<file path="src/rtl/dla_platform_hw_timer_multi.sv">
// Multi-channel cycle timer with start/stop/resume control, atomic snapshot and shadow read port.
// Latency: control pulses act at the next clk edge; read response 1 cycle after i_rd_valid.
// Backpressure: none; control pulses and reads are accepted every cycle.
// Ports: clk, i_sclr (sync active-high reset); i_start/i_stop/i_resume per-channel pulses;
//   i_snapshot captures all channels into shadow; i_rd_valid/i_rd_channel read request;
//   o_rd_valid/o_rd_data/o_rd_overflow/o_rd_running/o_rd_error read response; o_running live flags.
module dla_platform_hw_timer_multi #(
  parameter int NUM_CHANNELS  = 4,
  parameter int COUNTER_WIDTH = 32,
  parameter bit SATURATE      = 1'b1,
  parameter int CH_IDX_WIDTH  = (NUM_CHANNELS > 1) ? $clog2(NUM_CHANNELS) : 1
) (
  input  logic                     clk,
  input  logic                     i_sclr,
  input  logic [NUM_CHANNELS-1:0]  i_start,
  input  logic [NUM_CHANNELS-1:0]  i_stop,
  input  logic [NUM_CHANNELS-1:0]  i_resume,
  input  logic                     i_snapshot,
  input  logic                     i_rd_valid,
  input  logic [CH_IDX_WIDTH-1:0]  i_rd_channel,
  output logic                     o_rd_valid,
  output logic [COUNTER_WIDTH-1:0] o_rd_data,
  output logic                     o_rd_overflow,
  output logic                     o_rd_running,
  output logic                     o_rd_error,
  output logic [NUM_CHANNELS-1:0]  o_running
);

  typedef logic [COUNTER_WIDTH-1:0] cnt_t;
  localparam cnt_t CNT_MAX    = '1;
  localparam cnt_t CNT_MAX_M1 = CNT_MAX - cnt_t'(1);

  // Live per-channel state
  cnt_t                    count_q [NUM_CHANNELS];
  cnt_t                    count_d [NUM_CHANNELS];
  logic [NUM_CHANNELS-1:0] ovf_q, ovf_d;
  logic [NUM_CHANNELS-1:0] run_q, run_d;
  // at_max_q[i] is 1 exactly when count_q[i] is all-ones. It is computed one
  // cycle ahead from count_q == MAX-1, so the wide all-ones compare sits in
  // parallel with the incrementer instead of after it.
  logic [NUM_CHANNELS-1:0] at_max_q, at_max_d;

  // Shadow copies captured by i_snapshot
  cnt_t                    shadow_count_q [NUM_CHANNELS];
  logic [NUM_CHANNELS-1:0] shadow_ovf_q;
  logic [NUM_CHANNELS-1:0] shadow_run_q;

  // Read response registers
  logic rd_valid_q;
  cnt_t rd_data_q;
  logic rd_ovf_q, rd_run_q, rd_err_q;

  // Shadow read mux
  cnt_t sel_data;
  logic sel_ovf, sel_run, sel_hit;

  always_comb begin
    count_d  = count_q;
    ovf_d    = ovf_q;
    run_d    = run_q;
    at_max_d = at_max_q;
    for (int i = 0; i < NUM_CHANNELS; i++) begin
      if (i_start[i]) begin
        // Start clears the channel; a simultaneous stop leaves it cleared but idle.
        count_d[i]  = '0;
        ovf_d[i]    = 1'b0;
        at_max_d[i] = 1'b0;
        run_d[i]    = ~i_stop[i];
      end else if (i_stop[i]) begin
        run_d[i] = 1'b0;
      end else if (i_resume[i]) begin
        run_d[i] = 1'b1;
      end else if (run_q[i]) begin
        if (at_max_q[i]) begin
          ovf_d[i] = 1'b1;
          if (!SATURATE) begin
            count_d[i]  = '0;
            at_max_d[i] = 1'b0;
          end
        end else begin
          count_d[i]  = count_q[i] + cnt_t'(1);
          at_max_d[i] = (count_q[i] == CNT_MAX_M1);
        end
      end
    end
  end

  always_comb begin
    sel_data = '0;
    sel_ovf  = 1'b0;
    sel_run  = 1'b0;
    sel_hit  = 1'b0;
    for (int i = 0; i < NUM_CHANNELS; i++) begin
      if (i_rd_channel == CH_IDX_WIDTH'(i)) begin
        sel_data = shadow_count_q[i];
        sel_ovf  = shadow_ovf_q[i];
        sel_run  = shadow_run_q[i];
        sel_hit  = 1'b1;
      end
    end
  end

  always_ff @(posedge clk) begin
    if (i_sclr) begin
      for (int i = 0; i < NUM_CHANNELS; i++) begin
        count_q[i]        <= '0;
        shadow_count_q[i] <= '0;
      end
      ovf_q        <= '0;
      run_q        <= '0;
      at_max_q     <= '0;
      shadow_ovf_q <= '0;
      shadow_run_q <= '0;
      rd_valid_q   <= 1'b0;
      rd_data_q    <= '0;
      rd_ovf_q     <= 1'b0;
      rd_run_q     <= 1'b0;
      rd_err_q     <= 1'b0;
    end else begin
      count_q    <= count_d;
      ovf_q      <= ovf_d;
      run_q      <= run_d;
      at_max_q   <= at_max_d;
      rd_valid_q <= i_rd_valid;
      // Snapshot takes the pre-update live values, so a same-cycle start is
      // captured as the value before clearing.
      if (i_snapshot) begin
        shadow_count_q <= count_q;
        shadow_ovf_q   <= ovf_q;
        shadow_run_q   <= run_q;
      end
      // Reads see the shadow before any same-cycle snapshot lands.
      if (i_rd_valid) begin
        rd_data_q <= sel_data;
        rd_ovf_q  <= sel_ovf;
        rd_run_q  <= sel_run;
        rd_err_q  <= ~sel_hit;
      end
    end
  end

  assign o_rd_valid    = rd_valid_q;
  assign o_rd_data     = rd_data_q;
  assign o_rd_overflow = rd_ovf_q;
  assign o_rd_running  = rd_run_q;
  assign o_rd_error    = rd_err_q;
  assign o_running     = run_q;

endmodule

</file>
<file path="config.mk">
export PLATFORM = sky130hd
export DESIGN_NAME = dla_platform_hw_timer_multi
export DESIGN_NICKNAME = d
export VERILOG_FILES = /design/src/rtl/dla_platform_hw_timer_multi.sv
export SDC_FILE = /design/constraint.sdc
export NUM_CORES = 1
export LEC_CHECK = 0
export CAP_MARGIN = 20
export CORE_MARGIN = 2
export CORE_UTILIZATION = 41
export DETAILED_ROUTE_END_ITERATION = 10
export DONT_BUFFER_PORTS = 1
export HOLD_SLACK_MARGIN = 0.06
export PLACE_DENSITY = 0.61
export SYNTH_ARGS = -nofsm -noshare
export SYNTH_HDL_FRONTEND = slang
export SYNTH_SLANG_ARGS = --single-unit
</file>
<file path="constraint.sdc">
create_clock -name clk -period 2.7 [get_ports clk]
set_clock_uncertainty 0.15 [all_clocks]
set_input_delay 0.27 -clock clk [delete_from_list [all_inputs] [get_ports clk]]
set_output_delay 0.27 -clock clk [all_outputs]
set_load 0.1 [all_outputs]
</file>
==> results of run 1 <==
-- through the flow --
stage	total power, mW	util	hold WS, ns	instances
2_1_floorplan	5.01	-	0.189	1433
3_3_place_gp	4.91	0.437	0.192	1831
3_5_place_dp	4.92	0.437	0.192	1831
4_1_cts	9.99	0.513	0.0648	2016
5_1_grt	10.2	0.513	0.0708	2016
6_report	9.91	0.513	0.0612	2016
-- flip-flops by register name (all words and copies together) (netlist names) --
| register | cells |
|---|---|
| shadow_count_q | 128 |
| shadow_run_q | 4 |
| o_running | 4 |
| count_q | 128 |
| shadow_ovf_q | 4 |
| ovf_q | 4 |
| o_rd_valid | 1 |
| o_rd_data | 32 |
| o_rd_running | 1 |
| o_rd_overflow | 1 |
| o_rd_error | 1 |
| at_max_q | 4 |
-- final cells by class --
class	count	area, sq um
Fill cell	3020	15900
Tap cell	442	553
Timing Repair Buffer	173	1660
Clock inverter	7	138
Sequential cell	312	6250
Clock buffer	56	1070
Inverter	21	78.8
Multi-Input combinational cell	1005	7030
-- what timing repair did --
action                                 in CTS  in global routing
setup buffers                               0                  0
hold buffers                              122                  0
resized for setup                           0                  1
endpoints found under the hold margin     233                  0
setup endpoints to repair                   0                  5
-- routing by layer --
metal,vias up,part of all wire,routed length [um],track usage
met4,0,0.025,952,0.0662
li1,5466,-,-,-
met1,5515,0.46,17500,0.294
met3,55,0.044,1680,0.0286
met2,242,0.47,17600,0.353
met5,-,0,0,0
-- final timing paths --
kind | from | end | slack (ns) | depth (start not counted)
hold / removal | i_sclr | shadow_count_q[22] | 0.06 | 2
setup / recovery | i_rd_channel[1] | o_rd_data[1] | 0.15 | 5
setup reg to reg | o_running[2] | count_q[55] | 0.17 | 6
hold reg to reg | ovf_q[2] | ovf_q[2] | 0.33 | 2
-- placed cells by master, fill, tap and decap left out, types with 8 or more instances in the layout --
cell and count:
mux2i_1 193, or3_1 39, and2_1 11, nor2_1 224, and3_1 9, buf_4 51, o31ai_1 40, ha_1 8
nand3_1 42, clkbuf_16 37, nor4_1 25, clkbuf_1 12, dfxtp_1 308, mux4_2 34, xor2_1 14, and4_1 26
inv_1 21, nor3_1 16, o21ai_0 19, or4_1 44, nand4_1 47, a21oi_1 68, xnor2_1 16, dlygate4sd3_1 119
nand2_1 82
-- cells by family (layout without fill, tap and decap cells) --
group | after synthesis | in the layout | share of synthesized area
xor gates and xnor gates | 30 | 30 | 0.0192
adders and majority gates | 8 | 8 | 0.00731
buffers and inverters | 116 | 257 | 0.0321
AOI/OAI and AO/OA | 149 | 149 | 0.0666
DFF | 312 | 312 | 0.456
muxes | 227 | 227 | 0.197
and+or+nand+nor | 591 | 591 | 0.222
-- worst max-delay path: cells and delay by family --
family / cells / cell delay (ns)
buffers and inverters: 2 / 1.83
muxes: 2 / 0.59
and+or+nand+nor: 1 / 0.05
-- where the power goes --
| group | internal, mW | switching [mW] | total [mW] |
|---|---|---|---|
| Sequential | 4.61 | 0.0179 | 4.63 |
| Clock | 3.09 | 1.87 | 4.96 |
| Combinational | 0.136 | 0.183 | 0.319 |
| Total | 7.84 | 2.08 | 9.91 |
==> results.sh, run 1 <==
export IMPL_status="finished clean"
export IMPL_wirelength_mm=37.8
export IMPL_final_area_sq_mm=0.0168
export IMPL_p_leak_nw=6.25
export IMPL_ys_seq_elements=312
export IMPL_tns_ns=0
export IMPL_crit_path_cell_trace="dlygate4sd3_1 -> mux4_2 -> dlygate4sd3_1 -> mux2i_1 -> nor2_1"
export IMPL_htree_num_levels=2
export IMPL_clkSinkCount=312
export IMPL_cts_tree="done"
export IMPL_synth_main_ff_cell="dfxtp_1"
export IMPL_synthesis_nets=1459
export IMPL_synth_seq_area_share=0.456
export IMPL_max_freq_mhz=392
export IMPL_crit_top_cell="dlygate4sd3_1"
export IMPL_cp_required_ns=2.92
export IMPL_root_buffer="clkbuf_16"
export IMPL_initial_core_util=0.419
export IMPL_cp_start_kind="input port"
export IMPL_cpPeakStageDelay_ns=1.21
export IMPL_yosys_area_top_type="dfxtp_1"
export IMPL_place_detailed_hpwl_mm=24.3
export IMPL_maxCapViolations=0
export IMPL_irDropWorstVdd_uv=413
export IMPL_diodes=0
export IMPL_hold_viol=0
export IMPL_hp_class="input port to flip-flop"
export IMPL_layout_setup_ws_ns=0.147
export IMPL_yosysTopAreaCellShare=0.456
export IMPL_grt_pass1_wl_mm=60.2
export IMPL_slew_headroom=0.312
export IMPL_clock_path_buffers=3
export IMPL_post_drt_wl_per_cell_um=18.7
export IMPL_crit_type="input port to flip-flop"
export IMPL_die_h_um=187
export IMPL_syn_avg_cell_area_sq_um=9.56
export IMPL_slowest_stage="dlygate4sd3_1"
export IMPL_std_cell_rows=66
export IMPL_core_area_sq_mm=0.0327
export IMPL_nets=1575
export IMPL_min_period_ns=2.55
export IMPL_grt_total_usage=0.215
export IMPL_drt_vias_per_instance=5.59
export IMPL_dieArea_sq_mm=0.0349
export IMPL_setup_viol=0
export IMPL_first_iter_violations=679
export IMPL_grt_setup_unrepaired="false"
export IMPL_clk_latency_ns=0.51
export IMPL_synth_cell_type_count=44
export IMPL_drv_slew=0
export IMPL_vias=11300
export IMPL_drive_gt1_frac=0.100
export IMPL_synth_warnings=0
export IMPL_endpoint_kind="flip-flop"
export IMPL_path_clk_slew_ns=0.06
export IMPL_synth_area_sq_mm=0.0137
export IMPL_synth_top_cells_by_area="dfxtp_1 (46%), mux2i_1 (14%), nor2_1 (6.1%)"
export IMPL_fp_dieW_um=187
export IMPL_power_density_mw_per_mm2=591
export IMPL_post_route_drc_count=0
export IMPL_grt_start_max_net_pins=137
export IMPL_yosysMostFrequentCell="dfxtp_1"
export IMPL_tightest_slew_ns=1.03
export IMPL_synth_async_reset_ratio=0
export IMPL_cts_buffers=36
export IMPL_ios=58
export IMPL_gp_congestion=0.830
export IMPL_syn2layout_area_growth_pct=22.5
export IMPL_critPathMaxFanout=19
export IMPL_dr_pass1_iters=5
export IMPL_synthCells=1433
export IMPL_dpl_worst_slack_ns=0.0789
export IMPL_ant_nets=0
export IMPL_globalRouteOverflowTotal=0
export IMPL_cp_data_arrival_time_ns=2.78
export IMPL_place_area_sq_mm=0.0143
export IMPL_timing_final_crit_share=0.945
export IMPL_portBuffers=0
export IMPL_antenna_found_initial=0
export IMPL_grt_pass1_vias=10800
export IMPL_synth_edf_count=0
export IMPL_synth_common_cells="dfxtp_1 (312), nor2_1 (224), mux2i_1 (193)"
No activity file was read; power rests on OpenSTA's default activity.
==> inputs of run 2 (changes only) <==
MAX_ROUTING_LAYER = met4   (was default)
==> run 2 against run 1 <==
Register-to-register slack better by 0.03 ns. Combinational power about the same. Worst setup slack better by 0.016 ns. Fmax up 0.62%. Critical path type unchanged. Critical endpoint unchanged.
==> results.sh, run 2 (synthesis results as in run 1) <==
export IMPL_place_detailed_hpwl_mm=24.3
export IMPL_portBuffers=0
export IMPL_grt_total_usage=0.221
export IMPL_tns_ns=0
export IMPL_power_mw=9.91
export IMPL_p_leak_nw=6.25
export IMPL_final_cell_mix="dfxtp_1 (308), nor2_1 (224), mux2i_1 (193)"
export IMPL_timing_final_crit_share=0.940
export IMPL_irDropWorstVdd_uv=412
export IMPL_cp_num_buf_inv=2
export IMPL_rr_startpoint="o_running[2]"
export IMPL_wirelength_mm=37.7
export IMPL_crit_type="input port to flip-flop"
export IMPL_slowest_stage="dlygate4sd3_1"
export IMPL_syn2layout_area_growth_pct=22.5
export IMPL_hold_viol=0
export IMPL_endpoint_kind="flip-flop"
export IMPL_cts_buffers=36
export IMPL_critPathMaxFanout=19
export IMPL_cpPeakStageDelay_ns=1.20
export IMPL_gp_congestion=0.842
export IMPL_endpoint="o_rd_data[1]"
export IMPL_vias=11300
export IMPL_crit_path_cell_trace="dlygate4sd3_1 -> mux4_2 -> dlygate4sd3_1 -> mux2i_1 -> nor2_1"
export IMPL_dieArea_sq_mm=0.0349
export IMPL_slew_headroom=0.304
export IMPL_maxCapViolations=0
export IMPL_min_period_ns=2.54
export IMPL_path_clk_slew_ns=0.06
export IMPL_status="finished clean"
export IMPL_min_path_cells=3
export IMPL_htree_num_levels=2
export IMPL_final_common_cell="dfxtp_1"
export IMPL_dr_pass1_iters=5
export IMPL_hp_class="input port to flip-flop"
export IMPL_clock_path_buffers=3
export IMPL_clk_latency_ns=0.51
export IMPL_root_buffer="clkbuf_16"
export IMPL_cp_required_ns=2.92
export IMPL_cts_tree="done"
export IMPL_first_iter_violations=711
export IMPL_crit_start="i_rd_channel[1]"
export IMPL_grt_pass1_wl_mm=60.3
export IMPL_nets=1575
export IMPL_std_cell_rows=66
export IMPL_r2r_cells=6
export IMPL_ios=58
export IMPL_fillers=3020
export IMPL_drive_gt1_frac=0.100
export IMPL_initial_core_util=0.419
export IMPL_post_route_drc_count=0
export IMPL_antenna_found_initial=0
export IMPL_tightest_slew_ns=1.04
export IMPL_worstSetupPathDepth=5
export IMPL_cp_start_kind="input port"
export IMPL_cp_top_family="buffers and inverters"
export IMPL_grt_start_max_net_pins=137
export IMPL_globalRouteOverflowTotal=0
export IMPL_die_h_um=187
export IMPL_r2r_end="count_q[55]"
export IMPL_fin_util=0.513
export IMPL_crit_top_cell="dlygate4sd3_1"
export IMPL_grt_setup_unrepaired="false"
export IMPL_diodes=0
export IMPL_clkSinkCount=312
export IMPL_power_density_mw_per_mm2=591
export IMPL_cts_setup_buffers=0
export IMPL_cp_data_arrival_time_ns=2.76
export IMPL_ant_nets=0
export IMPL_fp_dieW_um=187
export IMPL_core_area_sq_mm=0.0327
export IMPL_drv_slew=0
export IMPL_r2r_slack_ns=0.20
export IMPL_drt_vias_per_instance=5.59
export IMPL_max_freq_mhz=394
export IMPL_post_drt_wl_per_cell_um=18.7
export IMPL_setup_viol=0
export IMPL_grt_pass1_vias=10800
==> run 2: repair_timing <==
action | CTS | global route
endpoints found under the hold margin | 233 | 0
gates resized for setup | 0 | 1
hold buffers | 122 | 0
endpoints found under the setup margin | 0 | 5
==> run 2: how the worst min path moves through the flow <==
| stage | startpoint | to | slack [ns] |
|---|---|---|---|
| floorplan | i_stop[3] | o_running[3] | 0.19 |
| global placement | i_stop[0] | o_running[0] | 0.19 |
| detailed placement | i_stop[3] | o_running[3] | 0.19 |
| CTS | i_rd_valid | o_rd_data[16] | 0.06 |
| global route | i_rd_valid | o_rd_data[16] | 0.07 |
| finish | i_rd_valid | o_rd_data[16] | 0.07 |
==> run 2: layout make-up <==
class / count / area [sq um] / area share
multi-input cells: 1005 / 7030 / 0.419
repair buffers: 173 / 1660 / 0.0988
flip-flops and latches: 312 / 6250 / 0.373
inverters: 21 / 78.8 / 0.00470
clock buffers: 56 / 1070 / 0.0636
clock inverters: 7 / 138 / 0.00820
well taps: 442 / 553 / 0.0330
==> run 2: worst reg2reg max path, cell delays in order, from the launching register on <==
cell and delay (ns):
dfxtp_2 0.32, buf_4 0.30, nor4b_2 0.25, buf_4 0.22, nand4_1 0.42, or4_1 0.62
a21oi_1 0.15
==> run 2: routing by layer <==
layer,track usage,part of all wire,vias up
li1,-,-,5465
met1,0.294,0.45,5496
met2,0.355,0.47,258
met3,0.0269,0.054,53
met4,0.0650,0.025,0
met5,-,0,-
==> run 2: through the flow <==
| step | cells | worst slack (ns) | instance area, sq um | hold WS, ns |
|---|---|---|---|---|
| 4_1_cts | 2016 | 0.0645 | 16800 | 0.0648 |
| 3_3_place_gp | 1831 | 0.121 | 14300 | 0.192 |
| 2_1_floorplan | 1433 | 0.0692 | 13700 | 0.189 |
| 6_report | 2016 | 0.163 | 16800 | 0.0676 |
| 5_1_grt | 2016 | 0.0158 | 16800 | 0.0708 |
| 3_5_place_dp | 1831 | 0.0789 | 14300 | 0.192 |
==> run 2: where the power goes <==
group | internal, mW | leakage, nW | switching [mW]
clock network | 3.09 | 0.585 | 1.87
logic | 0.135 | 3.15 | 0.184
registers | 4.61 | 2.51 | 0.0179
total | 7.84 | 6.25 | 2.07
